`config.mk`:
```
export PLATFORM = sky130hd
export DESIGN_NAME = snell_refract_angle
export DESIGN_NICKNAME = d
export VERILOG_FILES = /design/src/rtl/snell_refract_angle.sv
export SDC_FILE = /design/constraint.sdc
export NUM_CORES = 1
export LEC_CHECK = 0
export CAP_MARGIN = 20
export CORE_ASPECT_RATIO = 1.75
export CORE_MARGIN = 3
export CORE_UTILIZATION = 65
export CTS_CLUSTER_DIAMETER = 120
export DETAILED_ROUTE_END_ITERATION = 8
export GPL_TIMING_DRIVEN = 0
export PLACE_DENSITY = 0.83
export RECOVER_POWER = 100
export SKIP_CTS_REPAIR_TIMING = 1
export SLEW_MARGIN = 20
export SYNTH_ARGS = -nofsm -noshare
export SYNTH_HDL_FRONTEND = slang
export SYNTH_SLANG_ARGS = --single-unit
```
`constraint.sdc`:
```
create_clock -name clk -period 21.4 [get_ports clk]
set_input_delay 2.14 -clock clk [delete_from_list [all_inputs] [get_ports clk]]
set_output_delay 2.14 -clock clk [all_outputs]
set_load 0.005 [all_outputs]
```
`src/rtl/snell_refract_angle.sv`:
```
// Refraction-angle solver: finds theeta2 from n1*sin(theeta1) = n2*sin(theeta2) by binary search
// over a 91-entry sine ROM. Define SNELL_ROUND_NEAREST_EN to round to the nearest degree.
module snell_refract_angle #(
  parameter int unsigned N_W   = 4,
  parameter int unsigned A_W   = 7,
  parameter int unsigned SIN_W = 16
) (
  input  logic           clk,
  input  logic           rst,
  input  logic           start,
  input  logic [N_W-1:0] n1,
  input  logic [N_W-1:0] n2,
  input  logic [A_W-1:0] theeta1,
  output logic           busy,
  output logic           done,
  output logic [A_W-1:0] theeta2,
  output logic           tir,
  output logic           err
);

  localparam int unsigned PW = N_W + SIN_W;

  localparam logic [2:0] StIdle   = 3'd0;
  localparam logic [2:0] StMult   = 3'd1;
  localparam logic [2:0] StSearch = 3'd2;
`ifdef SNELL_ROUND_NEAREST_EN
  localparam logic [2:0] StRound  = 3'd3;
`endif
  localparam logic [2:0] StDone   = 3'd4;

  localparam logic [A_W-1:0] AngMax = A_W'(90);

  // Entry d = round(sin(d deg) * 65535); the table is built for SIN_W = 16.
  function automatic logic [SIN_W-1:0] sin_rom(input logic [A_W-1:0] d);
    logic [15:0] s;
    case (int'(d))
      0:  s = 16'd0;     1:  s = 16'd1144;  2:  s = 16'd2287;  3:  s = 16'd3430;
      4:  s = 16'd4571;  5:  s = 16'd5712;  6:  s = 16'd6850;  7:  s = 16'd7987;
      8:  s = 16'd9121;  9:  s = 16'd10252; 10: s = 16'd11380; 11: s = 16'd12505;
      12: s = 16'd13625; 13: s = 16'd14742; 14: s = 16'd15854; 15: s = 16'd16962;
      16: s = 16'd18064; 17: s = 16'd19161; 18: s = 16'd20251; 19: s = 16'd21336;
      20: s = 16'd22414; 21: s = 16'd23486; 22: s = 16'd24550; 23: s = 16'd25607;
      24: s = 16'd26655; 25: s = 16'd27696; 26: s = 16'd28729; 27: s = 16'd29752;
      28: s = 16'd30767; 29: s = 16'd31772; 30: s = 16'd32768; 31: s = 16'd33753;
      32: s = 16'd34728; 33: s = 16'd35693; 34: s = 16'd36647; 35: s = 16'd37589;
      36: s = 16'd38521; 37: s = 16'd39440; 38: s = 16'd40347; 39: s = 16'd41243;
      40: s = 16'd42125; 41: s = 16'd42995; 42: s = 16'd43851; 43: s = 16'd44695;
      44: s = 16'd45524; 45: s = 16'd46340; 46: s = 16'd47142; 47: s = 16'd47929;
      48: s = 16'd48702; 49: s = 16'd49460; 50: s = 16'd50203; 51: s = 16'd50930;
      52: s = 16'd51642; 53: s = 16'd52339; 54: s = 16'd53019; 55: s = 16'd53683;
      56: s = 16'd54331; 57: s = 16'd54962; 58: s = 16'd55577; 59: s = 16'd56174;
      60: s = 16'd56755; 61: s = 16'd57318; 62: s = 16'd57864; 63: s = 16'd58392;
      64: s = 16'd58902; 65: s = 16'd59395; 66: s = 16'd59869; 67: s = 16'd60325;
      68: s = 16'd60763; 69: s = 16'd61182; 70: s = 16'd61583; 71: s = 16'd61965;
      72: s = 16'd62327; 73: s = 16'd62671; 74: s = 16'd62996; 75: s = 16'd63302;
      76: s = 16'd63588; 77: s = 16'd63855; 78: s = 16'd64103; 79: s = 16'd64331;
      80: s = 16'd64539; 81: s = 16'd64728; 82: s = 16'd64897; 83: s = 16'd65047;
      84: s = 16'd65176; 85: s = 16'd65286; 86: s = 16'd65375; 87: s = 16'd65445;
      88: s = 16'd65495; 89: s = 16'd65525; 90: s = 16'd65535;
      default: s = 16'd0;
    endcase
    return SIN_W'(s);
  endfunction

  logic [2:0]     state_q, state_d;
  logic [N_W-1:0] n1_q, n1_d, n2_q, n2_d;
  logic [A_W-1:0] th1_q, th1_d;
  logic [PW-1:0]  p_q, p_d;
  logic [A_W-1:0] lo_q, lo_d, hi_q, hi_d;
  logic [2:0]     cnt_q, cnt_d;
  logic           tir_i_q, tir_i_d, err_i_q, err_i_d;
  logic [A_W-1:0] theeta2_q, theeta2_d;
  logic           tir_q, tir_d, err_q, err_d;

  logic [A_W-1:0] th_addr, mid;
  logic [A_W:0]   mid_sum;
  logic [PW-1:0]  p_mult, q90, q_mid;

  // Out-of-range angles never reach the ROM; the request is flagged as an error instead.
  assign th_addr = (th1_q > AngMax) ? '0 : th1_q;
  assign p_mult  = PW'(n1_q) * PW'(sin_rom(th_addr));
  assign q90     = PW'(n2_q) * PW'(sin_rom(AngMax));
  assign mid_sum = {1'b0, lo_q} + {1'b0, hi_q};
  assign mid     = A_W'(mid_sum >> 1);
  assign q_mid   = PW'(n2_q) * PW'(sin_rom(mid));

`ifdef SNELL_ROUND_NEAREST_EN
  logic [A_W-1:0] lo_m1, res;
  logic [PW-1:0]  q_lo, q_lo_m1;

  assign lo_m1   = lo_q - A_W'(1);
  assign q_lo    = PW'(n2_q) * PW'(sin_rom(lo_q));
  assign q_lo_m1 = PW'(n2_q) * PW'(sin_rom(lo_m1));
`endif

  always_comb begin
    state_d   = state_q;
    n1_d      = n1_q;
    n2_d      = n2_q;
    th1_d     = th1_q;
    p_d       = p_q;
    lo_d      = lo_q;
    hi_d      = hi_q;
    cnt_d     = cnt_q;
    tir_i_d   = tir_i_q;
    err_i_d   = err_i_q;
    theeta2_d = theeta2_q;
    tir_d     = tir_q;
    err_d     = err_q;
`ifdef SNELL_ROUND_NEAREST_EN
    res       = lo_q;
`endif
    case (state_q)
      StIdle: begin
        if (start) begin
          n1_d    = n1;
          n2_d    = n2;
          th1_d   = theeta1;
          state_d = StMult;
        end
      end
      StMult: begin
        p_d     = p_mult;
        err_i_d = (n2_q == '0) || (th1_q > AngMax);
        tir_i_d = !err_i_d && (p_mult > q90);
        lo_d    = '0;
        hi_d    = AngMax;
        cnt_d   = '0;
        state_d = StSearch;
      end
      StSearch: begin
        // Seven halvings always cover 0..90, so latency is independent of the operands.
        if (lo_q < hi_q) begin
          if (q_mid >= p_q) hi_d = mid;
          else              lo_d = mid + A_W'(1);
        end
        cnt_d = cnt_q + 3'd1;
        if (cnt_q == 3'd6) begin
`ifdef SNELL_ROUND_NEAREST_EN
          state_d = StRound;
`else
          state_d   = StDone;
          theeta2_d = err_i_q ? '0 : (tir_i_q ? AngMax : lo_d);
          tir_d     = tir_i_q;
          err_d     = err_i_q;
`endif
        end
      end
`ifdef SNELL_ROUND_NEAREST_EN
      StRound: begin
        // lo is the ceiling angle; step down when the angle below is strictly closer.
        if ((lo_q != '0) && ((p_q - q_lo_m1) < (q_lo - p_q))) res = lo_m1;
        theeta2_d = err_i_q ? '0 : (tir_i_q ? AngMax : res);
        tir_d     = tir_i_q;
        err_d     = err_i_q;
        state_d   = StDone;
      end
`endif
      StDone:  state_d = StIdle;
      default: state_d = StIdle;
    endcase
  end

  always_ff @(posedge clk) begin
    if (rst) begin
      state_q   <= StIdle;
      n1_q      <= '0;
      n2_q      <= '0;
      th1_q     <= '0;
      p_q       <= '0;
      lo_q      <= '0;
      hi_q      <= '0;
      cnt_q     <= '0;
      tir_i_q   <= 1'b0;
      err_i_q   <= 1'b0;
      theeta2_q <= '0;
      tir_q     <= 1'b0;
      err_q     <= 1'b0;
    end else begin
      state_q   <= state_d;
      n1_q      <= n1_d;
      n2_q      <= n2_d;
      th1_q     <= th1_d;
      p_q       <= p_d;
      lo_q      <= lo_d;
      hi_q      <= hi_d;
      cnt_q     <= cnt_d;
      tir_i_q   <= tir_i_d;
      err_i_q   <= err_i_d;
      theeta2_q <= theeta2_d;
      tir_q     <= tir_d;
      err_q     <= err_d;
    end
  end

  assign busy    = (state_q != StIdle);
  assign done    = (state_q == StDone);
  assign theeta2 = theeta2_q;
  assign tir     = tir_q;
  assign err     = err_q;

endmodule
```
==> results_dict.tcl, run 1 <==
set metrics [dict create \
    grt_overflow 7 \
    cts_buffers 9 \
    rows 68 \
    dp_hpwl_mm 44.6 \
    async_reset_ff_share_pct 0 \
    lastStage "global routing" \
    status "aborted with a tool error" \
    io_pins 29 \
    grt_pass1_vias 16828 \
    grt_start_max_net_pins 17 \
    synth.avg_cell_area_um2 7.31 \
    fp.dieW_um 114 \
    synth-main-ff-cell "dfxtp_1" \
    synth_cells 1816 \
    synth_nets 2051 \
    die_h_um 195 \
    synth_edf_count 0 \
    htreeDepth 3 \
    cts_num_sinks 66 \
    gr-usage-all-layers_pct 54.9 \
    syn_area_mm2 0.0133 \
    cts_max_path_buffers 2 \
    synth_seq_cells 66 \
    cts-root-buf "clkbuf_16" \
    yosysUniqueCellTypes 97 \
    gp_congestion 1.29 \
    grt_pass1_wl_mm 94.8 \
    portBuffers 27 \
    synth-seq-area-share_pct 9.95 \
    yosys_warnings 0 \
    tool.error "[ERROR GRT-0116] Global routing finished with congestion. Check the congestion regions in the DRC Viewer." \
    start_util_pct 66.7 \
]
==> cell usage after synthesis, drive strengths merged (30+ instances only) <==
library cell,instances,area (µm²)
a211oi,40,310
a21o,33,248
a21oi,164,825
and2,56,353
buf,55,343
clkbuf,74,278
dfxtp,66,1320
fa,69,1380
ha,148,1850
inv,163,612
nand2,197,739
nand3,41,205
nor2,141,542
nor3,52,275
o211ai,36,270
o21ai,113,573
xnor2,30,263
==> cell families after synthesis <==
logic type	Yosys count	share of synthesized area, %
xor gates and xnor gates	39	2.68
AOI/OAI and AO/OA	604	31.2
buffers and inverters	296	9.39
muxes	18	1.83
adders and majority gates	219	24.5
DFF	66	9.95
and+or+nand+nor	574	20.5
==> stage by stage <==
| stage | setup WS [ps] | cell area [µm²] | utilization [%] | std cells |
|---|---|---|---|---|
| after detailed placement | 10960 | 13900 | 69.7 | 2089 |
| after floorplan | 13180 | 13300 | - | 1816 |
| after CTS | 10940 | 14200 | 71.1 | 2105 |
| after global placement | 11060 | 13900 | 69.6 | 2088 |
==> per-layer routing <==
| metal | overflow | global-route usage [%] |
|---|---|---|
| met3 | 0 | 25.0 |
| met1 | 0 | 52.7 |
| met2 | 4 | 83.3 |
| met4 | 3 | 55.5 |
| met5 | 0 | 0 |
==> run 2, diff against run 1 <==
- CORE_ASPECT_RATIO: 1.75 -> default
- CORE_UTILIZATION: 65 -> 40
- CTS_CLUSTER_DIAMETER: 120 -> default
- PLACE_DENSITY: 0.83 -> default
- PLACE_DENSITY_LB_ADDON: default -> 0.15
==> results_dict.tcl, run 2 <==
set metrics [dict create \
    status "complete, no violations" \
    crit_path_end "hi_q[5]$_SDFFE_PP0P_" \
    routedWlPerCell_um 25.0 \
    crit_required_ps 21650 \
    die_h_um 188 \
    slowest_stage "clkbuf_1" \
    grt_overflow 0 \
    max_slew.worst_pin.slew_ps 1070 \
    grt_start_max_net_pins 17 \
    cts_buffers 9 \
    htreeDepth 3 \
    n_antenna_cell 0 \
    final.setup.tns_ps 0 \
    fp.dieW_um 188 \
    coreArea_mm2 0.0326 \
    synth_seq_cells 66 \
    slew_headroom_pct 28.5 \
    cts_num_sinks 66 \
    fin_skew_ps 22.3 \
    synth_top_cell_by_area "ha_1" \
    antenna_found_initial 0 \
    synth_edf_count 0 \
    final_cell_mix "nand2_1 (197), a21oi_1 (163), inv_1 (160), ha_1 (148), nor2_1 (138)" \
    p_leak_nw 6.18 \
    setup_viol 0 \
    reg2reg_depth 36 \
    cts_max_path_buffers 2 \
    yosysUniqueCellTypes 97 \
    grt_pass1_vias 14226 \
    detail_route.wirelength_mm 57.5 \
    async_reset_ff_share_pct 0 \
    hp-class "reg2reg" \
    io_pins 29 \
    synth-seq-area-share_pct 9.95 \
    slowest_delay_ps 840 \
    antenna_left 0 \
    rsz0062_at_grt "no" \
    dp_hpwl_mm 44.9 \
    cts-root-buf "clkbuf_16" \
    drc_errors 0 \
    die-area_mm2 0.0354 \
    fin_crit_sh_pct 53.6 \
    largest_reg_flops 20 \
    yosysMostFrequentCell "nand2_1" \
    yosys_warnings 0 \
    crit_top_cell "clkbuf_1" \
    r2r_end "hi_q[5]$_SDFFE_PP0P_" \
    grt_pass1_wl_mm 88.3 \
    cts_tree "done" \
    clkTransAtPathRegs_ps 60 \
    maxCapViolCount 0 \
    gp_congestion 1.08 \
    top_register "p_q" \
    pwr_density_cell_mw_per_mm2 60.6 \
    syn2layout_area_growth_pct 8.83 \
    crit_start "lo_q[0]$_SDFFE_PP0P_" \
    ys_top_cells_by_area "ha_1 (14%), fa_1 (10%), dfxtp_1 (9.9%)" \
    r2r_start "lo_q[0]$_SDFFE_PP0P_" \
    path_class "reg2reg" \
    postLayoutCoreUtil_pct 44.3 \
    synth_cells 1816 \
    start_util_pct 40.7 \
    fillers 3418 \
    portBuffers 27 \
    synth_top_area_share_pct 13.9 \
    finalHoldViolCount 0 \
    endpoint_kind "register" \
    slew_violations 0 \
    ir_drop_mv 0.0440 \
    fmax_mhz 87.1 \
    vias_per_cell 6.44 \
    drt_iter0_markers 1943 \
    clock_latency_ps 350 \
    dr.pass1.iters 9 \
    synth-main-ff-cell "dfxtp_1" \
    r2r_setup_slack_ps 9920 \
    worstPathMaxFanout 16 \
    gr-usage-all-layers_pct 31.9 \
    synth.avg_cell_area_um2 7.31 \
    crit_path_start_kind "register" \
    yosys-top-cells-count "nand2_1 (197), a21oi_1 (163), inv_1 (160), ha_1 (148), nor2_1 (138)" \
    drive_above_1_share_pct 5.80 \
    layout_commonest_cell "nand2_1" \
    syn_area_mm2 0.0133 \
    vias 14840 \
    worstPathArrival_ps 11730 \
    synth_nets 2051 \
    fin_crit_ps 11480 \
    rows 66 \
    nets 2091 \
]
[run 2: cell counts after synthesis]
Identical to the previous run, type by type.
[run 2: power breakdown]
part           total (mW)  switching, mW  leakage, nW  internal [mW]
Sequential          0.136        0.00733        0.536          0.128
Clock               0.174         0.0647        0.162          0.109
Combinational       0.566          0.382         5.48          0.184
Total               0.876          0.454         6.18          0.421
[run 2: cell families (layout without fill, tap and decap cells)]
kind of cell | after synthesis | count (layout) | synth area share [%]
and+or+nand+nor | 574 | 574 | 20.5
buffers and inverters | 296 | 341 | 9.39
muxes | 18 | 18 | 1.83
AOI/OAI and AO/OA | 604 | 604 | 31.2
DFF | 66 | 66 | 9.95
adders and majority gates | 219 | 219 | 24.5
xor gates and xnor gates | 39 | 39 | 2.68
[run 2: final cells by class]
class	count	area (µm²)	share of cell area [%]
Clock inverter	5	85.1	0.589
Sequential cell	66	1320	9.14
Clock buffer	11	253	1.75
Tap cell	442	553	3.83
Buffer	129	614	4.25
Multi-Input combinational cell	1454	10700	74.2
Inverter	167	627	4.34
Timing Repair Buffer	29	283	1.96
[run 2: metrics by stage]
| stage | area [µm²] | setup WS [ps] | power [mW] | hold WS, ps | instances |
|---|---|---|---|---|---|
| floorplan | 13300 | 13180 | 0.511 | 436 | 1816 |
| global placement | 14100 | 10710 | 0.692 | 444 | 2285 |
| detailed placement | 14100 | 10670 | 0.691 | 449 | 2287 |
| CTS | 14500 | 10620 | 0.866 | 456 | 2303 |
| global route | 14500 | 9130 | 0.927 | 477 | 2303 |
| finish | 14500 | 9920 | 0.876 | 454 | 2303 |
[run 2: worst min-delay path by stage]
stage / cells past startpoint / endpoint / from / slack (ps)
after floorplan: 2 / p_q[10]$_SDFFE_PP0N_ / p_q[10]$_SDFFE_PP0N_ / 440
after global placement: 2 / p_q[18]$_SDFFE_PP0N_ / p_q[18]$_SDFFE_PP0N_ / 440
after detailed placement: 2 / p_q[9]$_SDFFE_PP0N_ / p_q[9]$_SDFFE_PP0N_ / 450
after CTS: 2 / p_q[15]$_SDFFE_PP0N_ / p_q[15]$_SDFFE_PP0N_ / 460
after global routing: 2 / p_q[9]$_SDFFE_PP0N_ / p_q[9]$_SDFFE_PP0N_ / 480
final: 2 / p_q[15]$_SDFFE_PP0N_ / p_q[15]$_SDFFE_PP0N_ / 450
[run 2: routing by layer]
layer	global-route usage (%)	part of all wire, %
met3	5.77	10
met2	49.2	43
met1	44.8	42
met4	11.6	4.2
met5	0	0
[run 2: critical path, delay by kind of cell (launching register included)]
kind / cells / cell delay [ps]
compound gates: 17 / 4840
buf+inv: 6 / 2480
fa+ha+maj: 6 / 2360
simple gates: 5 / 820
xor+xnor: 2 / 510
flops: 1 / 370
Note: power is estimated with default switching activity, not from simulation.
